===== src/rtl/spi_slave_char_fifo_pkg.sv =====
// spi_slave_char_fifo_pkg: shared constants for the SPI character FIFO slice
package spi_slave_char_fifo_pkg;
  localparam int NBITS_CHAR_LEN_MAX = 32;
  localparam logic [NBITS_CHAR_LEN_MAX-1:0] TX_IDLE_DEFAULT = 32'hFFFF_FFFF;
  function automatic int rx_last_bit(input int char_nbits);
    return char_nbits;
  endfunction
endpackage


===== src/rtl/spi_sync_fifo.sv =====
// spi_sync_fifo: synchronous first-word-fall-through FIFO with flush
module spi_sync_fifo #(
  parameter int WIDTH = 8,
  parameter int DEPTH = 8
) (
  input  logic                   clk,
  input  logic                   rst,
  input  logic                   flush,
  input  logic                   wr_en,
  input  logic [WIDTH-1:0]       wr_data,
  output logic                   full,
  input  logic                   rd_en,
  output logic [WIDTH-1:0]       rd_data,
  output logic                   empty,
  output logic [$clog2(DEPTH):0] count
);
  localparam int AW = $clog2(DEPTH);
  logic [WIDTH-1:0] mem [DEPTH];
  logic [AW:0] wp, rp;
  logic wr, rd;
  assign full = (wp[AW] != rp[AW]) && (wp[AW-1:0] == rp[AW-1:0]);
  assign empty = wp == rp;
  assign count = wp - rp;
  assign wr = wr_en & ~full;
  assign rd = rd_en & ~empty;
  assign rd_data = mem[rp[AW-1:0]];
  // storage array, written only on accepted pushes
  always_ff @(posedge clk)
    if (wr) mem[wp[AW-1:0]] <= wr_data;
  // pointers wrap naturally; the extra MSB separates full from empty
  always_ff @(posedge clk)
    if (rst || flush) begin
      wp <= '0;
      rp <= '0;
    end else begin
      wp <= wp + (AW+1)'(wr);
      rp <= rp + (AW+1)'(rd);
    end
endmodule


===== src/rtl/spi_slave_char_fifo.sv =====
// spi_slave_char_fifo: RX/TX character FIFOs with frame tagging behind spi_slave_trx_char
module spi_slave_char_fifo
  import spi_slave_char_fifo_pkg::*;
#(
  parameter int CHAR_NBITS = 32,
  parameter int DEPTH = 8,
  parameter logic [NBITS_CHAR_LEN_MAX-1:0] TX_IDLE = TX_IDLE_DEFAULT
) (
  input  logic                   S_SYSCLK,
  input  logic                   S_RESET,
  input  logic                   S_ENABLE,
  input  logic                   S_SPI_CS,
  input  logic                   S_CHAR_DONE,
  input  logic [CHAR_NBITS-1:0]  S_RCHAR,
  output logic [CHAR_NBITS-1:0]  S_WCHAR,
  output logic [CHAR_NBITS-1:0]  M_RX_DATA,
  output logic                   M_RX_LAST,
  output logic                   M_RX_VALID,
  input  logic                   M_RX_READY,
  input  logic [CHAR_NBITS-1:0]  S_TX_DATA,
  input  logic                   S_TX_VALID,
  output logic                   S_TX_READY,
  output logic [$clog2(DEPTH):0] RX_COUNT,
  output logic [$clog2(DEPTH):0] TX_COUNT,
  output logic                   RX_OVF,
  output logic                   TX_UDF,
  input  logic                   S_CLR_FLAGS
);
  localparam int AW = $clog2(DEPTH);
  localparam int LB = rx_last_bit(CHAR_NBITS);
  localparam logic [CHAR_NBITS-1:0] IDLE = TX_IDLE[CHAR_NBITS-1:0];
  logic cs_s1, cs_s2, cs_s3, done_q, stage_v, pend;
  logic frame_start, frame_end, done_ev, end_ev, tx_ev, rx_push, rx_full, rx_empty, tx_full, tx_empty;
  logic [CHAR_NBITS-1:0] stage_d, tx_head;
  logic [CHAR_NBITS:0] rx_head, rx_wdata;
  logic [AW:0] rx_fcount;
  assign frame_start = S_ENABLE & cs_s3 & ~cs_s2;
  assign frame_end = S_ENABLE & ~cs_s3 & cs_s2;
  assign done_ev = S_ENABLE & S_CHAR_DONE & ~done_q;
  assign end_ev = S_ENABLE & (frame_end | pend);
  assign tx_ev = frame_start | done_ev;
  assign rx_push = stage_v & (done_ev | end_ev);
  assign M_RX_VALID = ~rx_empty & ~S_RESET;
  assign M_RX_DATA = rx_head[CHAR_NBITS-1:0];
  assign M_RX_LAST = rx_head[LB];
  assign S_TX_READY = ~tx_full & S_ENABLE & ~S_RESET;
  assign RX_COUNT = rx_fcount + {{AW{1'b0}}, stage_v};
  // a char_done push is never the frame's last; a frame-end push always is
  always_comb begin
    rx_wdata = {1'b0, stage_d};
    rx_wdata[LB] = ~done_ev;
  end
  spi_sync_fifo #(.WIDTH(CHAR_NBITS+1), .DEPTH(DEPTH)) u_rx (
    .clk(S_SYSCLK), .rst(S_RESET), .flush(~S_ENABLE),
    .wr_en(rx_push), .wr_data(rx_wdata), .full(rx_full),
    .rd_en(M_RX_VALID & M_RX_READY), .rd_data(rx_head), .empty(rx_empty), .count(rx_fcount)
  );
  spi_sync_fifo #(.WIDTH(CHAR_NBITS), .DEPTH(DEPTH)) u_tx (
    .clk(S_SYSCLK), .rst(S_RESET), .flush(~S_ENABLE),
    .wr_en(S_TX_VALID & S_TX_READY), .wr_data(S_TX_DATA), .full(tx_full),
    .rd_en(tx_ev), .rd_data(tx_head), .empty(tx_empty), .count(TX_COUNT)
  );
  // two-flop CS synchronizer plus edge history, and char_done history
  always_ff @(posedge S_SYSCLK)
    if (S_RESET) {cs_s1, cs_s2, cs_s3, done_q} <= 4'b1110;
    else {cs_s1, cs_s2, cs_s3, done_q} <= {S_SPI_CS, cs_s1, cs_s2, S_CHAR_DONE};
  // stage occupancy; a frame end colliding with char_done is deferred one cycle
  always_ff @(posedge S_SYSCLK)
    if (S_RESET || !S_ENABLE) begin
      stage_v <= 1'b0;
      pend <= 1'b0;
    end else if (done_ev) begin
      stage_v <= 1'b1;
      pend <= end_ev;
    end else if (end_ev) begin
      stage_v <= 1'b0;
      pend <= 1'b0;
    end
  // staged character data
  always_ff @(posedge S_SYSCLK)
    if (done_ev) stage_d <= S_RCHAR;
  // outgoing character register and sticky flags, where a set beats a clear
  always_ff @(posedge S_SYSCLK)
    if (S_RESET) begin
      S_WCHAR <= IDLE;
      RX_OVF <= 1'b0;
      TX_UDF <= 1'b0;
    end else begin
      S_WCHAR <= !S_ENABLE ? IDLE : !tx_ev ? S_WCHAR : tx_empty ? IDLE : tx_head;
      RX_OVF <= (rx_push & rx_full) | (RX_OVF & ~S_CLR_FLAGS);
      TX_UDF <= (tx_ev & tx_empty) | (TX_UDF & ~S_CLR_FLAGS);
    end
endmodule


===== config.mk =====
export PLATFORM = sky130hd
export DESIGN_NAME = spi_slave_char_fifo
export DESIGN_NICKNAME = d
export VERILOG_FILES = /design/src/rtl/spi_slave_char_fifo_pkg.sv /design/src/rtl/spi_sync_fifo.sv /design/src/rtl/spi_slave_char_fifo.sv
export SDC_FILE = /design/constraint.sdc
export NUM_CORES = 1
export LEC_CHECK = 0
export CELL_PAD_IN_SITES_DETAIL_PLACEMENT = 0
export CELL_PAD_IN_SITES_GLOBAL_PLACEMENT = 1
export CORE_ASPECT_RATIO = 1.1
export CORE_MARGIN = 3
export CORE_UTILIZATION = 35
export DETAILED_ROUTE_END_ITERATION = 8
export MAX_ROUTING_LAYER = met4
export PLACE_DENSITY_LB_ADDON = 0.1
export RECOVER_POWER = 100
export SLEW_MARGIN = 10
export SYNTH_ARGS = -nofsm -noshare
export SYNTH_HDL_FRONTEND = slang
export SYNTH_SLANG_ARGS = --single-unit

===== constraint.sdc =====
create_clock -name S_SYSCLK -period 13.45 [get_ports S_SYSCLK]
set_clock_uncertainty 0.15 [all_clocks]
set_input_delay 2.69 -clock S_SYSCLK [delete_from_list [all_inputs] [get_ports S_SYSCLK]]
set_output_delay 2.69 -clock S_SYSCLK [all_outputs]
set_load 0.02 [all_outputs]

After elaboration in Yosys (flattened, before gate mapping)

Memory sizes are Yosys's and may differ from the RTL's. A register that Yosys moved wholly into a read port is not among the register bits.
Cells that the tools add are included.

Bits in registers: 88
Bits in writable memories: 520
Input port bits: 72
Output and inout port bits: 77
Logic and storage cells: 83
Memories kept: 2

Add/subtract/negate cells: 7
Equal/unequal tests: 6
Multiplexer cells: 10
Bitwise operators: 37
Reductions and logical operators: 7

Memory list:

| memory   | words | width | read ports | clocked after memory_dff | write ports | line                | text |
|---|---|---|---|---|---|---|---|
| u_rx.mem | 8     | 33    | 1          | 1                        | 1           | spi_sync_fifo.sv:18 | `logic [WIDTH-1:0] mem [DEPTH];` |
| u_tx.mem | 8     | 32    | 1          | 1                        | 1           | spi_sync_fifo.sv:18 |  |

Operators by type and width:

| operator              | number |
|---|---|
| two-way mux 32 bit    | 1 |
| AND 1 bit             | 21 |
| adder 4 x 1 -> 4 bit  | 5 |
| inverter 1 bit        | 11 |
| equality test 4 bit   | 2 |
| subtractor 4 bit      | 2 |
| two-way mux 1 bit     | 7 |
| equality test 3 bit   | 2 |
| two-way mux 3 bit     | 2 |
| bitwise OR 1 bit      | 5 |
| logical AND 1 bit     | 2 |
| logical OR 1 bit      | 2 |
| inequality test 1 bit | 2 |
| nonzero test 2 bit    | 1 |
| OR reduction 2 bit    | 1 |
| zero test 1 bit       | 1 |

Depth between registers and ports, before layout

Gate-level depths: netlist of run 1.

Depth after elaboration: 10
Depth in mapped cells: 13
Gate-level depth less buffers: 10

Cells and area by module

Synthesis of run 1 repeated with hierarchy kept, for this count alone.

Cells, all modules: 1237
Area, all modules: 23565.1 µm²

By module, submodules not included:

| module                | instances | cells an instance | area an instance (µm²) | seq. area each (µm²) |
|---|---|---|---|---|
| spi_sync_fifo at u_rx | 1         | 512               | 10445.0                | 8087.8 |
| spi_sync_fifo at u_tx | 1         | 498               | 10222.3                | 7847.5 |
| spi_slave_char_fifo   | 1         | 227               | 2897.8                 | 1761.7 |

Least setup slack after synthesis of run 1

OpenSTA, ideal clock, no wires.

Kind: input -> output
From: input S_RESET
To: output S_TX_READY
Arrival: 3.411 ns
Required time: 10.610 ns
Path slack: 7.199 ns
Stages on the path: 3
Path buffers: 1
Cell sequence: nand2b_1 > clkbuf_1 > a21oi_1

Cells in the longest elaborated chain, start to end: 2

Ends and longest elaborated chain:

| element         | line                      | text |
|---|---|---|
| start, declared | spi_slave_char_fifo.sv:10 | `input logic S_RESET,` |
| inverter 1 bit  | spi_slave_char_fifo.sv:46 | `assign S_TX_READY = ~tx_full & S_ENABLE & ~S_RESET;` |
| AND 1 bit       | spi_slave_char_fifo.sv:46 |  |
| end, declared   | spi_slave_char_fifo.sv:22 | `output logic S_TX_READY,` |

Every way passes these cells.

==> impl_summary.md, run 1 <==
Run status
The run finished, with violations left. The final reports fail on max-capacitance violations, max-slew violations.

Setup path
STA classifies the critical path endpoint as a primary output. The slowest cell on the critical path is sky130_fd_sc_hd__clkbuf_1. The internal reg-to-reg setup slack is 7.40 ns.

The largest fanout of any net on the critical path is 41. The data required time at the worst endpoint is 10.61 ns. The most numerous cell type found on the critical path is sky130_fd_sc_hd__nand2_1.

At the worst endpoint, the arrival time is between 6 and 7 ns. Walking the worst path, the cells encountered are clkbuf_1 > mux4_2 > nand2_1 > nand2_1 > dlygate4sd3_1. The critical register-to-register path endpoint is u_tx.mem[2][22]. The depth of the most critical reg-to-reg path is 6. In this run the critical register-to-register path is launched from u_tx.rp[0]. The worst setup path is of the reg2out kind.

The launching element type of the critical path is a flop. The worst stage delay on the critical path is ~2.6 ns.

CTS
The H-tree was split into 3 levels. The clock reaches the later pin of the worst-skew pair after about 0.60 ns. The buffer type at the clock tree root is sky130_fd_sc_hd__clkbuf_16. The number of setup buffers added after CTS is 0. The number of resized instances in the post-cts repair step is 0. The clock sink total is 608. After clock tree synthesis, the clock-pin slew on the worst setup and hold paths is ~0.06 ns. Buffers inserted during clock tree synthesis total between 60 and 70. The number of buffers inserted for hold repair after clock tree synthesis is 0. The maximum buffer depth of the clock tree is 3.

The clock tree from TritonCTS is built.

Power and ir drop
The total power density per cell area is 142.1 nW/um2. IR analysis of the VDD net gives a maximum drop of between 0.08 and 0.09 mV. The analysis attributes to net switching a power of about 770 uW. The leakage power total is 0.008721 uW. The relative contribution of combinational cells to total power is 0.014. The share of total power dissipated in sequential elements is 0.532. Cell internal power was estimated by the tool at 3130 uW.

Of the total power, the share spent switching nets is 0.1965. The design draws around 3900 uW. The power share of the clock group is 0.454.

Finish
Summing all multi-input logic gate instances after layout gives ~4800 um2. The area used by sequential logic in the layout is roughly 18000 um2. The final layout net count is about 1.4k.

The share of the core filled with cells in the final layout is 0.4278. Compared with the post-synthesis result, the final layout area differs by 20.19%. The filler cells instantiated in the layout total between 5k and 6k. The share of post-route cells with drive strength above 1 is 0.1750.

STA
Setup repair after global routing left no endpoint under its margin. The relative slew slack is -1.376. The max-slew violation count was 646. Across all setup checks in the final design, the least slack found is about 4.1 ns. Subtracting the final worst setup slack from the clock period gives approximately 9.4 ns.

Setup violations remaining at the end of the flow were counted as 0. For this run, the top clock speed supported by timing is between 100 and 150 MHz. The setup total negative slack is 0 ns. Dividing the final minimum period by the clock period gives 0.6986. Hold is met by 0.2437 ns. For the pin with the worst max-slew slack, the measured transition is between 3 and 4 ns. The final count of hold timing violations came to 0.

Worst hold path
The source of the worst hold timing path is cs_s1. The path with the worst hold slack has its endpoint at cs_s2. The cell count of the worst hold path is 1. The worst min-delay path category is reg2reg.

GRT
Entering global routing, the biggest net connects 69 pins. The first global-routing pass estimated about 76 mm of wire. The global-route usage over all layers is 0.1550.

The remaining global-route overflow is 0. The number of global-route vias before repair is 11.79k. The number of antenna violations at the first check in global routing was 8.

Logic synthesis
The number of standard cells after synthesis is about 1.2k. The total number of yosys warnings is 0. The share of synthesized area in the top cell type comes to 0.7268. The share of synthesized area occupied by flip-flops and latches is 0.7759. A synthesized cell averages ~20 um2. The area of the mapped netlist is ~23000 um2. The synthesized netlist contains 34 unique library cells. The synthesized design contains between 600 and 700 register bits.

Ranked by total cell area, the synthesized netlist is headed by sky130_fd_sc_hd__edfxtp_1 (73%), sky130_fd_sc_hd__mux4_2 (13%), sky130_fd_sc_hd__dfxtp_1 (4.9%). Synthesis produced a netlist with a net count of about 1.2k. The largest area contributor in the synthesized netlist is sky130_fd_sc_hd__edfxtp_1.

Place
The congestion estimate from routability-driven global placement came to just under 0.7. The worst setup timing slack at the placement stage is 5.885 ns. The count of buffers added on input and output ports is about 150. The sum of net half-perimeters after detailed placement is around 27 mm.

Floorplan
The initialized floorplan defines 97 standard-cell rows. The die covers approximately 68000 um2. Measured along the x axis, the die boundary spans ~250 um. The total I/O pin count is roughly 150.

The core footprint is 64080 um2. The height of the die is around 270 um. For this configuration, the core starts out at a cell density of 0.3559.

Routing
The total met2 wirelength after detailed routing is 26.47 mm. The detailed router finished its first iteration with 510 violations. The residual DRC count is 0. The highest metal layer carrying signal wires in the routed design is met4. The pre-antenna-repair detailed-routing pass consisted of 4 iterations. The detailed router placed ~11k vias in this run. Dividing the detail-routed wire length by the instance count gives around 23 um. After detailed routing, the number of vias per cell comes to about 5. The met1 wire length is approximately 21 mm. Summed over all layers, the routed wires come to about 50 mm.

The count of antenna-violating nets left after detailed routing is 0. Detailed routing placed a total of 2.403 mm of wire on met3.

Job
The max-capacitance violation count is 21.
==> sequential cells by signal, indices dropped and copies added (netlist names) <==
signal / count
u_rx.mem: 264
u_tx.mem: 256
S_WCHAR: 32
stage_d: 32
u_rx.rp: 4
u_rx.wp: 4
u_tx.rp: 4
u_tx.wp: 4
RX_OVF: 1
TX_UDF: 1
cs_s1: 1
cs_s2: 1
cs_s3: 1
done_q: 1
pend: 1
stage_v: 1
==> power by group through the flow <==
stage | logic (uW) | clock network [uW] | registers (uW)
after CTS | 61.6 | 1830 | 2070
after detailed placement | 61.3 | 0 | 2110
final | 55.2 | 1770 | 2070
after floorplan | 17.4 | 0 | 2110
after global placement | 60.0 | 0 | 2110
after global routing | 61.0 | 1910 | 2070
==> Yosys cell counts (all sizes together) <==
cell type and n:
a21o 2, o21ai 1, a21oi 5, edfxtp 552, nand2b 7, o22a 32, nand2 203, xnor2 8
and3 1, nand3 8, mux4 130, nor2b 5, clkinv 1, inv 17, clkbuf 20, or3 1
ha 17, buf 32, nor2 26, dfxtp 56, and2 10, or2 3, o32a 1, a211oi 1
o311a 1, xor2 7, nor3 5, fa 2
==> cells in the final DEF (no fill, tap or decap), types with 4 or more instances in the layout <==
cell type	synthesis	routed
sky130_fd_sc_hd__xnor2_1	8	8
sky130_fd_sc_hd__nand2_1	203	203
sky130_fd_sc_hd__xor2_1	6	6
sky130_fd_sc_hd__nor2b_1	5	5
sky130_fd_sc_hd__clkdlybuf4s50_1	0	8
sky130_fd_sc_hd__clkinv_1	1	11
sky130_fd_sc_hd__clkbuf_16	0	70
sky130_fd_sc_hd__dfxtp_1	56	53
sky130_fd_sc_hd__edfxtp_1	552	552
sky130_fd_sc_hd__dlygate4sd3_1	0	140
sky130_fd_sc_hd__nor3_1	5	4
sky130_fd_sc_hd__mux4_2	130	130
sky130_fd_sc_hd__clkbuf_8	0	4
sky130_fd_sc_hd__nand2b_1	7	7
sky130_fd_sc_hd__and2_0	0	6
sky130_fd_sc_hd__diode_2	0	5
sky130_fd_sc_hd__clkinv_2	0	6
sky130_fd_sc_hd__o22a_1	32	32
sky130_fd_sc_hd__a21oi_1	5	5
sky130_fd_sc_hd__inv_1	17	17
sky130_fd_sc_hd__ha_1	17	17
sky130_fd_sc_hd__nor2_4	0	8
sky130_fd_sc_hd__buf_4	6	8
sky130_fd_sc_hd__nor2_1	25	17
sky130_fd_sc_hd__clkbuf_1	20	42
sky130_fd_sc_hd__nand3_1	8	8
sky130_fd_sc_hd__and2_1	10	4
==> worst max-delay path, delay by kind of cell, from the launching register on <==
kind | cells | cell delay (ns)
buffers and inverters | 2 | 3.29
DFF | 1 | 1.70
muxes | 1 | 0.74
and+or+nand+nor | 2 | 0.22
==> cell families after synthesis <==
kind of cell,Yosys count,share of synthesized area
adder cells (fa/ha/maj),19,0.01108
AO/OA/AOI/OAI,43,0.01547
multiplexers,130,0.1284
flip-flops,608,0.7759
buffers and inverters,70,0.01498
AND/OR/NAND/NOR,269,0.04806
XOR/XNOR,15,0.006090
==> through the flow <==
step                instance area, um2  instances
floorplan                        22810       1154
global placement                 25390       2118
detailed placement               25390       2118
CTS                              27520       2241
global route                     27410       2246
finish                           27410       2246
==> cell type report <==
type                    instances  share of cell area
well taps                     841             0.03839
clock buffers                  97             0.06906
clock inverters                26            0.008718
repair buffers                175             0.05884
multi-input cells             476              0.1763
diodes                          5           0.0004565
flip-flops and latches        608              0.6457
inverters                      18            0.002465
==> worst max path at each step <==
stage	startpoint	to	slack [ns]	depth (start not counted)
final	u_rx.rp[0]	M_RX_LAST	4.05	5
after global routing	u_rx.rp[0]	M_RX_DATA[24]	3.10	5
after CTS	S_RESET	S_TX_READY	5.87	4
after detailed placement	S_RESET	S_TX_READY	5.89	4
after global placement	S_RESET	S_TX_READY	5.90	4
after floorplan	S_RESET	S_TX_READY	7.20	3
==> routing by layer <==
| metal | vias to the layer above | track usage |
|---|---|---|
| li1 | 4929 | - |
| met1 | 5768 | 0.1825 |
| met2 | 207 | 0.2701 |
| met3 | 70 | 0.03288 |
| met4 | 0 | 0.04322 |
| met5 | - | - |
Note: power is estimated with default switching activity, not from simulation.
==> run 2, diff against run 1 <==
==> constraint.sdc (replaced) <==
create_clock -name S_SYSCLK -period 7.7 [get_ports S_SYSCLK]
set_clock_uncertainty 0.15 [all_clocks]
set_input_delay 1.54 -clock S_SYSCLK [delete_from_list [all_inputs] [get_ports S_SYSCLK]]
set_output_delay 1.54 -clock S_SYSCLK [all_outputs]
set_load 0.02 [all_outputs]
==> impl_summary.md, run 2 (synthesis gave the netlist of run 1 again) <==
CTS
After clock tree synthesis, the clock-pin slew on the worst setup and hold paths is roughly 0.060 ns. The number of resized instances in the post-cts repair step is 0. The number of buffers inserted for hold repair after clock tree synthesis is 0. The clock passes through at most 3 buffers. The H-tree was split into 3 levels. TritonCTS built the clock tree. TritonCTS created between 60 and 70 clock buffers. The latest clock arrival within the worst-skew pair is roughly 0.58 ns.

The buffer type at the clock tree root is sky130_fd_sc_hd__clkbuf_16. The clock sink total is approximately 600. The setup fix buffers added after clock tree synthesis is 0.

Floorplan
The area of the die is between 60000 and 70000 um2. For this configuration, the core starts out at a cell density of 0.3559. The die is approximately 250 um wide. The total I/O pin count is ~150.

After floorplanning, the core was divided into 97 placement rows. In this run the standard cell core region covers ~64000 um2. The height of the die is approximately 270 um.

Setup path
The cell repeated most along the worst path is sky130_fd_sc_hd__clkbuf_1. The kind of end point of the critical path is a flop. For the worst setup path, the data arrival time is slightly below 6 ns. Traced cell by cell, the critical path runs through buf_4 > inv_1 > clkbuf_1 > ha_1 > and3_1 > a211oi_1 > nand2_1 > nor2_4 > clkbuf_1. For this run, the slowest stage of the critical path takes 1.70 ns.

The cell family contributing the most delay on the critical path is buffers and inverters. The worst setup path is launched from a flop. The critical path class is reg2reg.

STA puts the critical path data required time at around 7.7 ns. In this run the critical register-to-register path is launched from u_tx.rp[2]. The buffering stage count on the worst path with inverters included is 4. The startpoint of the most critical setup path is u_tx.rp[2]. The largest individual stage delay along the critical path comes from the cell sky130_fd_sc_hd__clkbuf_1. In this run the worst path has a maximum fanout of 35.

Routing
In the final routed layout, each cell accounts on average for ~22 um. The first TritonRoute pass finished after 5 iterations. The total wirelength of the detailed-routed design is 50.09 mm. The average via count per standard cell is around 4.9. In this run the remaining antenna-violating nets after routing total 0. The residual DRC count is 0. The via total after detailed routing is 10.88k. After the first detailed-routing iteration, the DRC count stood at between 500 and 600.

GRT
The number of global-route vias before repair is about 12k. The wire length of the first global-routing pass is ~76 mm. The global-route usage over all layers is 0.1532. The number of antenna violations at the first check in global routing was 6.

Entering global routing, the biggest net connects about 70 pins. The remaining global-route overflow is 0.

Power and ir drop
The switching fraction of total power is 0.1907. The overall power is 6772 uW. The worst-case IR drop observed on VDD is 0.1507 mV. For this design the ratio of total power to cell area is between 200 and 250 nW/um2.

The relative contribution of combinational cells to total power is 0.014. The leakage power total is around 0.0087 uW. The power share of the clock group is 0.451.

Of the total power, registers draw 0.535. Internal power comes to 5481 uW. For this design the total switching power over the nets is between 1000 and 1500 uW.

Finish
The most common cell after layout, fill and taps aside is sky130_fd_sc_hd__edfxtp_1. The final layout net count is 1437. The number of flip-flops in the largest register is 264. In the final layout, the multi-input gates occupy between 4000 and 5000 um2. The share of post-route cells with drive strength above 1 is 0.1777. The filler cells instantiated in the layout total roughly 5.7k.

In the layout the commonest cells are sky130_fd_sc_hd__edfxtp_1 (552), sky130_fd_sc_hd__nand2_1 (203), sky130_fd_sc_hd__dlygate4sd3_1 (140). Compared with the post-synthesis result, the final layout area differs by 20.16%. The area used by sequential logic in the layout is approximately 18000 um2.

Run status
The flow ran to the end, but the final reports show violations. The checks that failed: max-capacitance violations, max-slew violations.

STA
Adding up every negative setup slack in the final design gives 0 ns. Setup violations remaining at the end of the flow were counted as 0. Static timing analysis puts the maximum clock frequency at between 150 and 200 MHz. Measured against its own limit, the worst slew margin works out to -0.7667. Setup repair after global routing left no endpoint under its margin. The final count of hold timing violations is 0. The max-slew violation count is 520. The worst path needs approximately 6 ns of the cycle, external delays included. In the finished design, the share of the clock period the worst path needs comes to 0.7700. The actual transition at the worst max-transition pin is around 2.7 ns. Hold is met by ~0.26 ns. In the post-route analysis, the smallest setup slack over all paths is approximately 1.8 ns.

Place
Summed over all nets, the half-perimeter wirelength after detailed placement is 27.82 mm. The worst setup timing slack at the placement stage is between 2 and 2.5 ns. The count of port buffers added during placement is about 150. The weighted congestion at the end of routability-driven global placement is 0.6978.

Worst hold path
The source of the worst hold timing path is cs_s1. The min-delay analysis places its worst path in the category reg2reg.

Job
Max-cap violations in this run came to 18.
-- run 2: cell types whose count changed in the layout (fill, tap and decap cells not counted), moves of 2 or more --
cell,previous run,this run
sky130_fd_sc_hd__clkbuf_1,42,39
sky130_fd_sc_hd__clkinv_2,6,8
sky130_fd_sc_hd__nor2_1,17,19
sky130_fd_sc_hd__buf_4,8,10
sky130_fd_sc_hd__clkinv_1,11,6
sky130_fd_sc_hd__clkinv_8,3,0
sky130_fd_sc_hd__buf_12,0,2
-- run 2: worst paths after layout --
check	end	slack, ns	cells after the start
worst max-delay path	u_tx.mem[5][23]	1.77	9
worst min-delay path	cs_s2	0.26	1
worst max register to register	u_tx.mem[5][23]	1.77	9
worst min register to register	cs_s2	0.26	1
-- run 2: final cells by class --
type | count | share of cell area
Multi-Input combinational cell | 476 | 0.1760
Clock inverter | 20 | 0.007442
Antenna cell | 4 | 0.0003652
Inverter | 18 | 0.002465
Tap cell | 841 | 0.03840
Sequential cell | 608 | 0.6460
Timing Repair Buffer | 175 | 0.06036
Clock buffer | 99 | 0.06894
-- run 2: per-stage QoR --
step           instance area, um2  cells  utilization
2_1_floorplan               22810   1154            -
3_3_place_gp                25420   2118       0.3966
3_5_place_dp                25420   2118       0.3966
4_1_cts                     27510   2237       0.4293
5_1_grt                     27400   2239       0.4276
6_report                    27410   2241       0.4277
-- run 2: power by group through the flow --
stage          registers [uW]  clock network, uW  logic [uW]
2_1_floorplan            3690                  0        30.4
3_3_place_gp             3690                  0         107
4_1_cts                  3620               3160         109
6_report                 3620               3050        97.9
3_5_place_dp             3690                  0         109
5_1_grt                  3620               3290         109
-- run 2: routing by layer --
layer / vias to the layer above / part of all wire / GRT usage
li1: 4926 / - / -
met1: 5674 / 0.41 / 0.1872
met2: 200 / 0.52 / 0.2635
met3: 82 / 0.042 / 0.02613
met4: 0 / 0.019 / 0.04429
met5: - / 0 / -
==> run 3, diff against run 2 <==
==> constraint.sdc (replaced) <==
create_clock -name S_SYSCLK -period 5.2 [get_ports S_SYSCLK]
set_clock_uncertainty 0.15 [all_clocks]
set_input_delay 1.04 -clock S_SYSCLK [delete_from_list [all_inputs] [get_ports S_SYSCLK]]
set_output_delay 1.04 -clock S_SYSCLK [all_outputs]
set_load 0.02 [all_outputs]
==> impl_summary.md, run 3 (synthesis gave the netlist of run 1 again) <==
Run status
The flow ran to the end, but the final reports show violations. The final reports fail on max-capacitance violations, max-slew violations.

Setup path
The slowest cell on the critical path is sky130_fd_sc_hd__buf_4. Data arrives at the worst endpoint at about 3.5 ns. The critical register-to-register path endpoint is u_rx.mem[7][3].

STA classifies the critical path endpoint as a primary output. The worst setup path is launched from a flop. The cell repeated most along the worst path is sky130_fd_sc_hd__nand2_1. The worst stage delay on the critical path is around 1.0 ns. The internal reg-to-reg setup slack is around 0.64 ns. The depth of the most critical reg-to-reg path is 7.

The startpoint of the most critical setup path is u_rx.rp[0]. Following the worst setup path forward leads to its endpoint at M_RX_DATA[23]. Of all nets on the critical path, the largest fanout is between 60 and 70. The data required time at the worst endpoint is ~4 ns. Traced cell by cell, the critical path runs through buf_4 > mux4_2 > nand2_1 > nand2_1 > dlygate4sd3_1. The setup path with the least slack is of type reg2out. The worst register-to-register path begins at u_rx.rp[1].

STA
Setup repair after global routing left no endpoint under its margin. In the finished design, the share of the clock period the worst path needs comes to 0.8967. At the pin with the least slew margin, the transition time is ~2.0 ns. The number of setup violations in the final report is 0. The final count of hold timing violations came to 0.

The relative slew slack is -0.3419. The peak clock frequency supported by timing is between 200 and 250 MHz. The time the worst path needs with I/O delays and setup is 4.663 ns.

After routing, the total negative slack on setup checks comes to 0 ns. The max-slew violation count is between 100 and 150.

CTS
For this design, the CTS-stage hold fixing added 0 buffers. After clock tree synthesis, the clock-pin slew on the worst setup and hold paths is ~0.05 ns. The number of clock buffers added by TritonCTS is 67. The clock tree from TritonCTS is built. The maximum buffer depth of the clock tree is 3. The latest clock arrival within the worst-skew pair is 0.59 ns. Once the clock tree was built, the resizer swapped 0 gates to a different size. The setup fix buffers added after clock tree synthesis is 0. The H-tree depth is 3. The buffer type at the clock tree root is sky130_fd_sc_hd__clkbuf_16. The clock sink total is 608.

Place
In this run, placement finished with an instance count of about 2.1k. The placed instances occupy a cell area of 25560 um2. The HPWL after detailed placement is 28.90 mm. The weighted congestion at the end of routability-driven global placement is ~0.70.

Port buffering added 148 buffers.

Routing
After detailed routing, the total wire length is roughly 50 mm. Detailed routing inserted a total of between 10k and 15k vias. In the routed design, unresolved DRC markers number 0. The first TritonRoute pass finished after 6 iterations. The count of antenna-violating nets left after detailed routing is 0. In the routed layout, each cell is associated on average with a via count of between 4 and 5. The number of DRC violations after detailed-routing iteration 0 is ~660. The average routed wire per standard cell is roughly 22 um.

Finish
The post-layout instance count excluding filler cells is ~2.2k. The share of post-route cells with drive strength above 1 is 0.1744. For this run, the post-layout net count is 1446. The number of flip-flops in the largest register is ~260.

The most common cell after layout, fill and taps aside is sky130_fd_sc_hd__edfxtp_1. The fill cell instance count of the final layout is 5665. The finished layout cell area is approximately 27000 um2.

The share of the core filled with cells in the final layout is 0.4275. The area growth from synthesis to layout is 20.11%. In the layout the commonest cells are sky130_fd_sc_hd__edfxtp_1 (552), sky130_fd_sc_hd__nand2_1 (203), sky130_fd_sc_hd__dlygate4sd3_1 (136).

Power and ir drop
The total power density per cell area is about 360 nW/um2. The worst-case IR drop observed on VDD is roughly 0.26 mV. The leakage power total is between 0.008 and 0.009 uW.

Floorplan
The height of the die is ~270 um. The floorplan step defined a die boundary enclosing approximately 68000 um2. The die is 249.4 um wide.

For this design the top-level I/O count stands at between 100 and 150. The core footprint is 64080 um2. The initial core utilization is 0.3559. The initialized floorplan defines 97 standard-cell rows.

GRT
The pin count of the biggest net entering global routing is a little under 70. The first global-routing pass estimated ~76 mm of wire. The number of global-route vias before repair is around 12k. Summed over all layers, the global routing overflow is 0. The number of antenna violations at the first check in global routing is 7.

The global-route usage over all layers is 0.1542.

Job
Max-cap violations in this run came to 5.

Worst hold path
In this run the worst hold path is classified as reg2reg.
==> run 3: layer usage <==
metal,GRT usage,routed length [um],vias to the layer above,part of all wire
met4,0.04246,832,0,0.017
met3,0.03364,2430,61,0.048
li1,-,-,4936,-
met5,-,0,-,0
met1,0.1830,20690,5623,0.41
met2,0.2670,26260,204,0.52
==> run 3: through the flow <==
step	hold slack, ns	worst slack [ns]	power [uW]
2_1_floorplan	0.2395	0.3839	5504
3_3_place_gp	0.2548	0.9163	5624
3_5_place_dp	0.2488	0.9291	5627
4_1_cts	0.2747	0.6382	10140
5_1_grt	0.3021	0.2408	10330
6_report	0.2711	0.5370	9958
==> run 3: cell type report <==
class                      count  area, um2  area share
multi-input combinational    476       4798      0.1752
inverter                      18      67.56    0.002467
timing repair buffer         184       1698     0.06198
sequential                   608      17710      0.6464
clock inverter                23      220.2    0.008039
antenna                        6      15.01   0.0005481
tap                          841       1052     0.03841
clock buffer                  90       1836     0.06701
==> run 3: worst min path at each step <==
stage	startpoint	endpoint	slack, ns	depth (start not counted)
after global routing	cs_s1	cs_s2	0.30	1
after CTS	cs_s1	cs_s2	0.27	1
after floorplan	cs_s1	cs_s2	0.24	1
after detailed placement	cs_s1	cs_s2	0.25	1
after global placement	cs_s1	cs_s2	0.25	1
final	cs_s1	cs_s2	0.27	1
==> run 3: worst max-delay path, delay by kind of cell, from the launching register on <==
| family | cells | cell delay (ns) |
|---|---|---|
| buffers and inverters | 2 | 1.69 |
| and+or+nand+nor | 2 | 0.18 |
| muxes | 1 | 0.62 |
| DFF | 1 | 0.34 |
==> run 3: where the power goes <==
| part | switching [uW] | internal (uW) | leakage, uW | total, uW |
|---|---|---|---|---|
| clock network | 1830 | 2620 | 0.000998 | 4450 |
| registers | 22.5 | 5340 | 0.00543 | 5360 |
| logic | 82.7 | 61.4 | 0.00237 | 144 |
